==> config.mk <==
export PLATFORM = sky130hd
export DESIGN_NAME = mem_wb_stage_flat
export DESIGN_NICKNAME = d
export VERILOG_FILES = /design/src/rtl/cpu_pkg.sv /design/src/rtl/mem_wb_stage_if.sv /design/src/rtl/mem_wb_stage.sv /design/src/flat_wrapper.sv
export SDC_FILE = /design/constraint.sdc
export NUM_CORES = 1
export LEC_CHECK = 0
export ABC_AREA = 1
export CAP_MARGIN = 20
export CORE_ASPECT_RATIO = 0.6
export CORE_MARGIN = 5
export CORE_UTILIZATION = 42
export DETAILED_ROUTE_END_ITERATION = 6
export PLACE_DENSITY = 0.79
export SLEW_MARGIN = 20
export SYNTH_ARGS = -nofsm -noshare
export SYNTH_HDL_FRONTEND = slang
export SYNTH_SLANG_ARGS = --single-unit
==> constraint.sdc <==
create_clock -name clk -period 1.9 [get_ports clk]
set_input_delay 0.38 -clock clk [delete_from_list [all_inputs] [get_ports clk]]
set_output_delay 0.38 -clock clk [all_outputs]
set_load 0.005 [all_outputs]
==> src/rtl/cpu_pkg.sv <==
// Shared types for the MEM/WB stage.
//   alu_op_t      : ALUOp encoding seen by the stage
//   stage_state_t : stage FSM states
//   MEM_LAT_MAX   : largest supported data-memory read latency
package cpu_pkg;
  typedef enum logic [2:0] {
    OP_LD, OP_SHR, OP_ADD, OP_POS, OP_XOR, OP_BEQ, OP_LW, OP_SW
  } alu_op_t;

  typedef enum logic {IDLE, RD_WAIT} stage_state_t;

  localparam int MEM_LAT_MAX = 3;
endpackage

==> src/rtl/mem_wb_stage_if.sv <==
// ALU -> MEM/WB handshake bundle.
//   master : upstream (ALU) side, drives in_valid and the ALU outputs, sees in_ready
//   slave  : MEM/WB stage side
//   in_valid, in_ready, alu_op, rslt, carry_out, taken, dest_reg, store_data, br_target_in
interface mem_wb_stage_if #(
  parameter int RA_W = 3,
  parameter int PC_W = 10
);
  import cpu_pkg::*;

  logic            in_valid;
  logic            in_ready;
  alu_op_t         alu_op;
  logic [7:0]      rslt;
  logic            carry_out;
  logic            taken;
  logic [RA_W-1:0] dest_reg;
  logic [7:0]      store_data;
  logic [PC_W-1:0] br_target_in;

  modport master (
    output in_valid, alu_op, rslt, carry_out, taken, dest_reg, store_data, br_target_in,
    input  in_ready
  );

  modport slave (
    input  in_valid, alu_op, rslt, carry_out, taken, dest_reg, store_data, br_target_in,
    output in_ready
  );
endinterface

==> src/rtl/mem_wb_stage.sv <==
// MEM/WB stage: registers ALU results, performs lw/sw data-memory access,
// writes the register file, keeps the carry flag and issues branch redirects.
// Every output is registered; a transfer is seen on the outputs one cycle later.
// lw holds the stage in RD_WAIT (in_ready=0) until read data arrives.
// Ports:
//   clk, rst        : clock, asynchronous active-high reset
//   up (slave)      : ALU handshake + operands
//   carry_clr       : synchronous clear of carry_flag (wins over add/xor)
//   carry_flag      : registered carry, feeds ALU carry_in
//   dmem_*          : data-memory address / strobes / data
//   rf_we/waddr/wdata : register-file write port
//   br_taken/br_target: one-cycle redirect
//   zero_flag       : present only when ZERO_FLAG_EN is defined
module mem_wb_stage
  import cpu_pkg::*;
#(
  parameter int RA_W    = 3,
  parameter int PC_W    = 10,
  parameter int MEM_LAT = 1
) (
  input  logic            clk,
  input  logic            rst,
  mem_wb_stage_if.slave   up,
  input  logic            carry_clr,
  output logic            carry_flag,
  output logic [7:0]      dmem_addr,
  output logic            dmem_rd_en,
  output logic            dmem_wr_en,
  output logic [7:0]      dmem_wr_data,
  input  logic [7:0]      dmem_rd_data,
  output logic            rf_we,
  output logic [RA_W-1:0] rf_waddr,
  output logic [7:0]      rf_wdata,
  output logic            br_taken,
`ifdef ZERO_FLAG_EN
  output logic            zero_flag,
`endif
  output logic [PC_W-1:0] br_target
);
  // Out-of-range latencies are clamped into the supported 1..MEM_LAT_MAX window.
  localparam int LAT = (MEM_LAT > MEM_LAT_MAX) ? MEM_LAT_MAX : ((MEM_LAT < 1) ? 1 : MEM_LAT);

  stage_state_t    state_q, state_d;
  logic [1:0]      cnt_q, cnt_d;
  logic [RA_W-1:0] lw_dest_q, lw_dest_d;
  logic            rdy_q, rdy_d;
  logic            carry_d, rf_we_d, rd_en_d, wr_en_d, br_taken_d;
  logic [RA_W-1:0] rf_waddr_d;
  logic [7:0]      rf_wdata_d, addr_d, wr_data_d;
  logic [PC_W-1:0] br_target_d;
  logic            accept;
`ifdef ZERO_FLAG_EN
  logic            zero_d;
`endif

  // in_ready is only ever 1 in IDLE, so this also implies state_q == IDLE.
  assign accept      = up.in_valid && rdy_q;
  assign up.in_ready = rdy_q;

  always_comb begin
    state_d     = state_q;
    cnt_d       = cnt_q;
    lw_dest_d   = lw_dest_q;
    carry_d     = carry_flag;
    rf_we_d     = 1'b0;
    rf_waddr_d  = rf_waddr;
    rf_wdata_d  = rf_wdata;
    rd_en_d     = 1'b0;
    wr_en_d     = 1'b0;
    addr_d      = dmem_addr;
    wr_data_d   = dmem_wr_data;
    br_taken_d  = 1'b0;
    br_target_d = br_target;
`ifdef ZERO_FLAG_EN
    zero_d      = zero_flag;
`endif
    case (state_q)
      IDLE: begin
        if (accept) begin
          case (up.alu_op)
            OP_LD, OP_SHR: begin
              rf_we_d    = 1'b1;
              rf_waddr_d = up.dest_reg;
              rf_wdata_d = up.rslt;
            end
            OP_ADD, OP_XOR: begin
              rf_we_d    = 1'b1;
              rf_waddr_d = up.dest_reg;
              rf_wdata_d = up.rslt;
              carry_d    = up.carry_out;
`ifdef ZERO_FLAG_EN
              zero_d     = (up.rslt == 8'h00);
`endif
            end
            OP_POS, OP_BEQ: begin
              br_taken_d  = up.taken;
              br_target_d = up.br_target_in;
            end
            OP_LW: begin
              rd_en_d   = 1'b1;
              addr_d    = up.rslt;
              lw_dest_d = up.dest_reg;
              cnt_d     = 2'd0;
              state_d   = RD_WAIT;
            end
            default: begin  // OP_SW
              wr_en_d   = 1'b1;
              addr_d    = up.rslt;
              wr_data_d = up.store_data;
            end
          endcase
        end
      end
      default: begin  // RD_WAIT
        // cnt_q==0 is the rd_en cycle; read data is on the bus when cnt_q reaches LAT.
        if (cnt_q == 2'(LAT)) begin
          rf_we_d    = 1'b1;
          rf_waddr_d = lw_dest_q;
          rf_wdata_d = dmem_rd_data;
          state_d    = IDLE;
        end else begin
          cnt_d = cnt_q + 2'd1;
        end
      end
    endcase
    if (carry_clr) begin
      carry_d = 1'b0;
`ifdef ZERO_FLAG_EN
      zero_d  = 1'b0;
`endif
    end
    rdy_d = (state_d == IDLE);
  end

  always_ff @(posedge clk or posedge rst) begin
    if (rst) begin
      state_q      <= IDLE;
      cnt_q        <= '0;
      lw_dest_q    <= '0;
      rdy_q        <= 1'b0;
      carry_flag   <= 1'b0;
      rf_we        <= 1'b0;
      rf_waddr     <= '0;
      rf_wdata     <= '0;
      dmem_rd_en   <= 1'b0;
      dmem_wr_en   <= 1'b0;
      dmem_addr    <= '0;
      dmem_wr_data <= '0;
      br_taken     <= 1'b0;
      br_target    <= '0;
`ifdef ZERO_FLAG_EN
      zero_flag    <= 1'b0;
`endif
    end else begin
      state_q      <= state_d;
      cnt_q        <= cnt_d;
      lw_dest_q    <= lw_dest_d;
      rdy_q        <= rdy_d;
      carry_flag   <= carry_d;
      rf_we        <= rf_we_d;
      rf_waddr     <= rf_waddr_d;
      rf_wdata     <= rf_wdata_d;
      dmem_rd_en   <= rd_en_d;
      dmem_wr_en   <= wr_en_d;
      dmem_addr    <= addr_d;
      dmem_wr_data <= wr_data_d;
      br_taken     <= br_taken_d;
      br_target    <= br_target_d;
`ifdef ZERO_FLAG_EN
      zero_flag    <= zero_d;
`endif
    end
  end
endmodule
==> src/flat_wrapper.sv <==
// flat-port wrapper written by rule: the top's interface ports become plain ports
module mem_wb_stage_flat import cpu_pkg::*;
#(
  parameter int RA_W    = 3,
  parameter int PC_W    = 10,
  parameter int MEM_LAT = 1
)
  (clk, rst, carry_clr, carry_flag, dmem_addr, dmem_rd_en, dmem_wr_en, dmem_wr_data, dmem_rd_data, rf_we, rf_waddr, rf_wdata, br_taken, br_target, up_in_valid, up_alu_op, up_rslt, up_carry_out, up_taken, up_dest_reg, up_store_data, up_br_target_in, up_in_ready);
  mem_wb_stage_if #(.RA_W(RA_W), .PC_W(PC_W)) up_i ();
  input  logic clk;
  input  logic rst;
  input  logic carry_clr;
  output logic carry_flag;
  output logic [7:0] dmem_addr;
  output logic dmem_rd_en;
  output logic dmem_wr_en;
  output logic [7:0] dmem_wr_data;
  input  logic [7:0] dmem_rd_data;
  output logic rf_we;
  output logic [RA_W-1:0] rf_waddr;
  output logic [7:0] rf_wdata;
  output logic br_taken;
  output logic [PC_W-1:0] br_target;
  input wire logic [$bits(up_i.in_valid)-1:0] up_in_valid;
  input wire logic [$bits(up_i.alu_op)-1:0] up_alu_op;
  input wire logic [$bits(up_i.rslt)-1:0] up_rslt;
  input wire logic [$bits(up_i.carry_out)-1:0] up_carry_out;
  input wire logic [$bits(up_i.taken)-1:0] up_taken;
  input wire logic [$bits(up_i.dest_reg)-1:0] up_dest_reg;
  input wire logic [$bits(up_i.store_data)-1:0] up_store_data;
  input wire logic [$bits(up_i.br_target_in)-1:0] up_br_target_in;
  output wire logic [$bits(up_i.in_ready)-1:0] up_in_ready;
  assign up_i.in_valid = up_in_valid;
  assign up_i.alu_op = up_alu_op;
  assign up_i.rslt = up_rslt;
  assign up_i.carry_out = up_carry_out;
  assign up_i.taken = up_taken;
  assign up_i.dest_reg = up_dest_reg;
  assign up_i.store_data = up_store_data;
  assign up_i.br_target_in = up_br_target_in;
  assign up_in_ready = up_i.in_ready;
  mem_wb_stage #(.RA_W(RA_W), .PC_W(PC_W), .MEM_LAT(MEM_LAT)) u_core (.clk(clk), .rst(rst), .up(up_i), .carry_clr(carry_clr), .carry_flag(carry_flag), .dmem_addr(dmem_addr), .dmem_rd_en(dmem_rd_en), .dmem_wr_en(dmem_wr_en), .dmem_wr_data(dmem_wr_data), .dmem_rd_data(dmem_rd_data), .rf_we(rf_we), .rf_waddr(rf_waddr), .rf_wdata(rf_wdata), .br_taken(br_taken), .br_target(br_target));
endmodule
==> reports/results.ini <==
[cells_and_area]
nets = 387
layout_common_cells = nand2_1, clkdlybuf4s50_1, dfrtp_1, inv_1, o21ai_0
nFillCells = 409
stdcell_count = 407
drive_above_1_share_pct = 8.504
diodes = 0
area.growth.synth_to_final_pct = 49.79

[floorplanning]
start_util_pct = 42.84
core_mm2 = 0.004980
num_rows = 20
dieHeight_um = 65.21
io_pins = 89
fp.dieW_um = 102.0
die_area_mm2 = 0.006651

[clock_tree]
cts_hold_buf = 0
cts_sinks = 49
cts_resized = 0
post-cts-setup-buffers = 0
clock_path_buffers = 2
cts_max_level = 2
worst_skew_pair.late_latency_ns = 0.30
root_buffer = clkbuf_8
cts_buffers = 5
path_clk_slew_ns = 0.09
cts_tree = built

[setup_path]
crit_fanout = 2
cp_num_buf_inv = 1
cp.arrival_ns = 1.21
critPathKind = register to primary output
slowest_stage = clkdlybuf4s50_1
cp-start-kind = register
setup.worst_path.end_class = primary output
path_delay_family = buffers and inverters
critical_path_required_ns = 1.52
max_stage_delay_ns = 0.52
path_cells = clkdlybuf4s50_1

[yosys]
syn_avg_cell_area_um2 = 8.672
yosysTopAreaCell = dfrtp_1
synthCells = 246
yosys_register_bits = 49
synthTopCellsByArea = dfrtp_1, nand2_1, inv_1, o21ai_0, nand3_1
yosysSeqAreaShare_pct = 57.48
syn-num-nets = 293
syn-cell-area_mm2 = 0.002133
synth_top_cell_area_share_pct = 57.48
yosysWarningCount = 0
ys_types = 23

[sta]
setup_viol = 0
timing_hold_violations_final = 0
slew-limit-headroom_pct = 71.83
maxSlewViolCount = 0
fmaxAchievable_mhz = 627.9
fin_crit_sh_pct = 83.82
finalSetupTns_ns = 0
grt_setup_unrepaired = false
fin_crit_ns = 1.593
skew_ns = 0.005942
worst_slew_pin_slew_ns = 0.4226

[route]
dr.pass1.iters = 4
routedWlPerCell_um = 13.15
drc_errors = 0
vias_per_cell = 4.673
finalWirelength_um = 5352
ant_nets = 0
dr_total_vias = 1902
first_iter_violations = 79

[min_path]
hold_class = primary input to asynchronous set/reset pin

[global_routing]
grt_start_max_net_pins = 49
overflow = 0
grt_pass1_vias = 1904
grt_use_total_pct = 17.29
grt_pass1_wl_um = 9045
antenna_found_initial = 0

[place]
dp_hpwl_um = 4034
gp_congestion = 0.7927
dp.cells = 399
io_buffers = 88

[flow_run]
maxCapViolCount = 0

[power_and_ir_drop]
power.total_mw = 4.286
p_per_area_mw_per_mm2 = 1341
ir_worst_vdd_uv = 622.9
power.leakage_nw = 1.598

[status]
status = completed

## through the flow
stage          hold slack, ns  utilization [%]  setup WS, ns  cell area [um^2]
2_1_floorplan          0.4586                -        0.3472              2133
3_3_place_gp           0.4623            62.41        0.1928              3108
3_5_place_dp           0.4685            62.41        0.1170              3108
4_1_cts                0.2323            64.17        0.2921              3196
5_1_grt                0.2455            64.17        0.2655              3196
6_report               0.2358            64.17        0.3075              3196
## flip-flops by register name, summed over array words and instances (netlist names)
name / flops
u_core.rf_wdata: 8
u_core.lw_dest_q: 3
u_core.rf_waddr: 3
u_core.dmem_wr_data: 8
u_core.dmem_rd_en: 1
u_core.br_target: 10
u_core.up.in_ready: 1
u_core.dmem_addr: 8
u_core.br_taken: 1
u_core.cnt_q: 2
u_core.state_q: 1
u_core.carry_flag: 1
u_core.rf_we: 1
u_core.dmem_wr_en: 1
## worst paths after layout
path                       depth (start not counted)                          startpoint                                  to  slack, ns
max                                                1      u_core.rf_wdata[6]$_DFFE_PP0P_                         rf_wdata[6]       0.31
min                                                2                                 rst  u_core.dmem_wr_data[4]$_DFFE_PP0P_       0.24
max reg2reg                                        5            u_core.state_q$_DFF_PP0_      u_core.rf_wdata[3]$_DFFE_PP0P_       0.53
min reg2reg                                        2  u_core.dmem_wr_data[0]$_DFFE_PP0P_  u_core.dmem_wr_data[0]$_DFFE_PP0P_       0.49
max in group asynchronous                          3                                 rst     u_core.dmem_addr[4]$_DFFE_PP0P_       1.23
min in group clk                                   2  u_core.dmem_wr_data[0]$_DFFE_PP0P_  u_core.dmem_wr_data[0]$_DFFE_PP0P_       0.49
## cell usage after synthesis, drive strengths merged
library cell	count
nand4	1
dfrtp	49
clkinv	1
nand3	16
inv	33
clkbuf	1
a21oi	1
or2	2
nor2	7
nand3b	1
ha	1
buf	8
nand2	92
o21ai	33
## kinds of logic after synthesis
group / count (synthesis) / share of synthesized area, %
AOI/OAI and AO/OA: 34 / 8.153
adders and majority gates: 1 / 0.5864
buffers and inverters: 43 / 9.091
DFF: 49 / 57.48
and+or+nand+nor: 119 / 24.69
## report_power, final
group / switching [mW] / internal (mW)
Clock: 0.357 / 0.260
Combinational: 0.764 / 1.11
Sequential: 0.288 / 1.51
## layer usage
metal  track usage (%)  wire (um)  vias to the layer above
li1                  -          -                      947
met1             22.96       2460                      878
met2             25.97       2216                       70
met3             7.211        611                        7
met4             4.910         64                        0
met5                 0          0                        -
## cell type report
type	instances	area [um^2]	area share, %
Multi-Input combinational cell	154	713.2	22.32
Clock buffer	6	72.57	2.271
Sequential cell	49	1226	38.37
Timing Repair Buffer	96	953.4	29.84
Clock inverter	2	15.01	0.4699
Inverter	34	132.6	4.150
Tap cell	66	82.58	2.584
No activity file was read; power rests on OpenSTA's default activity.
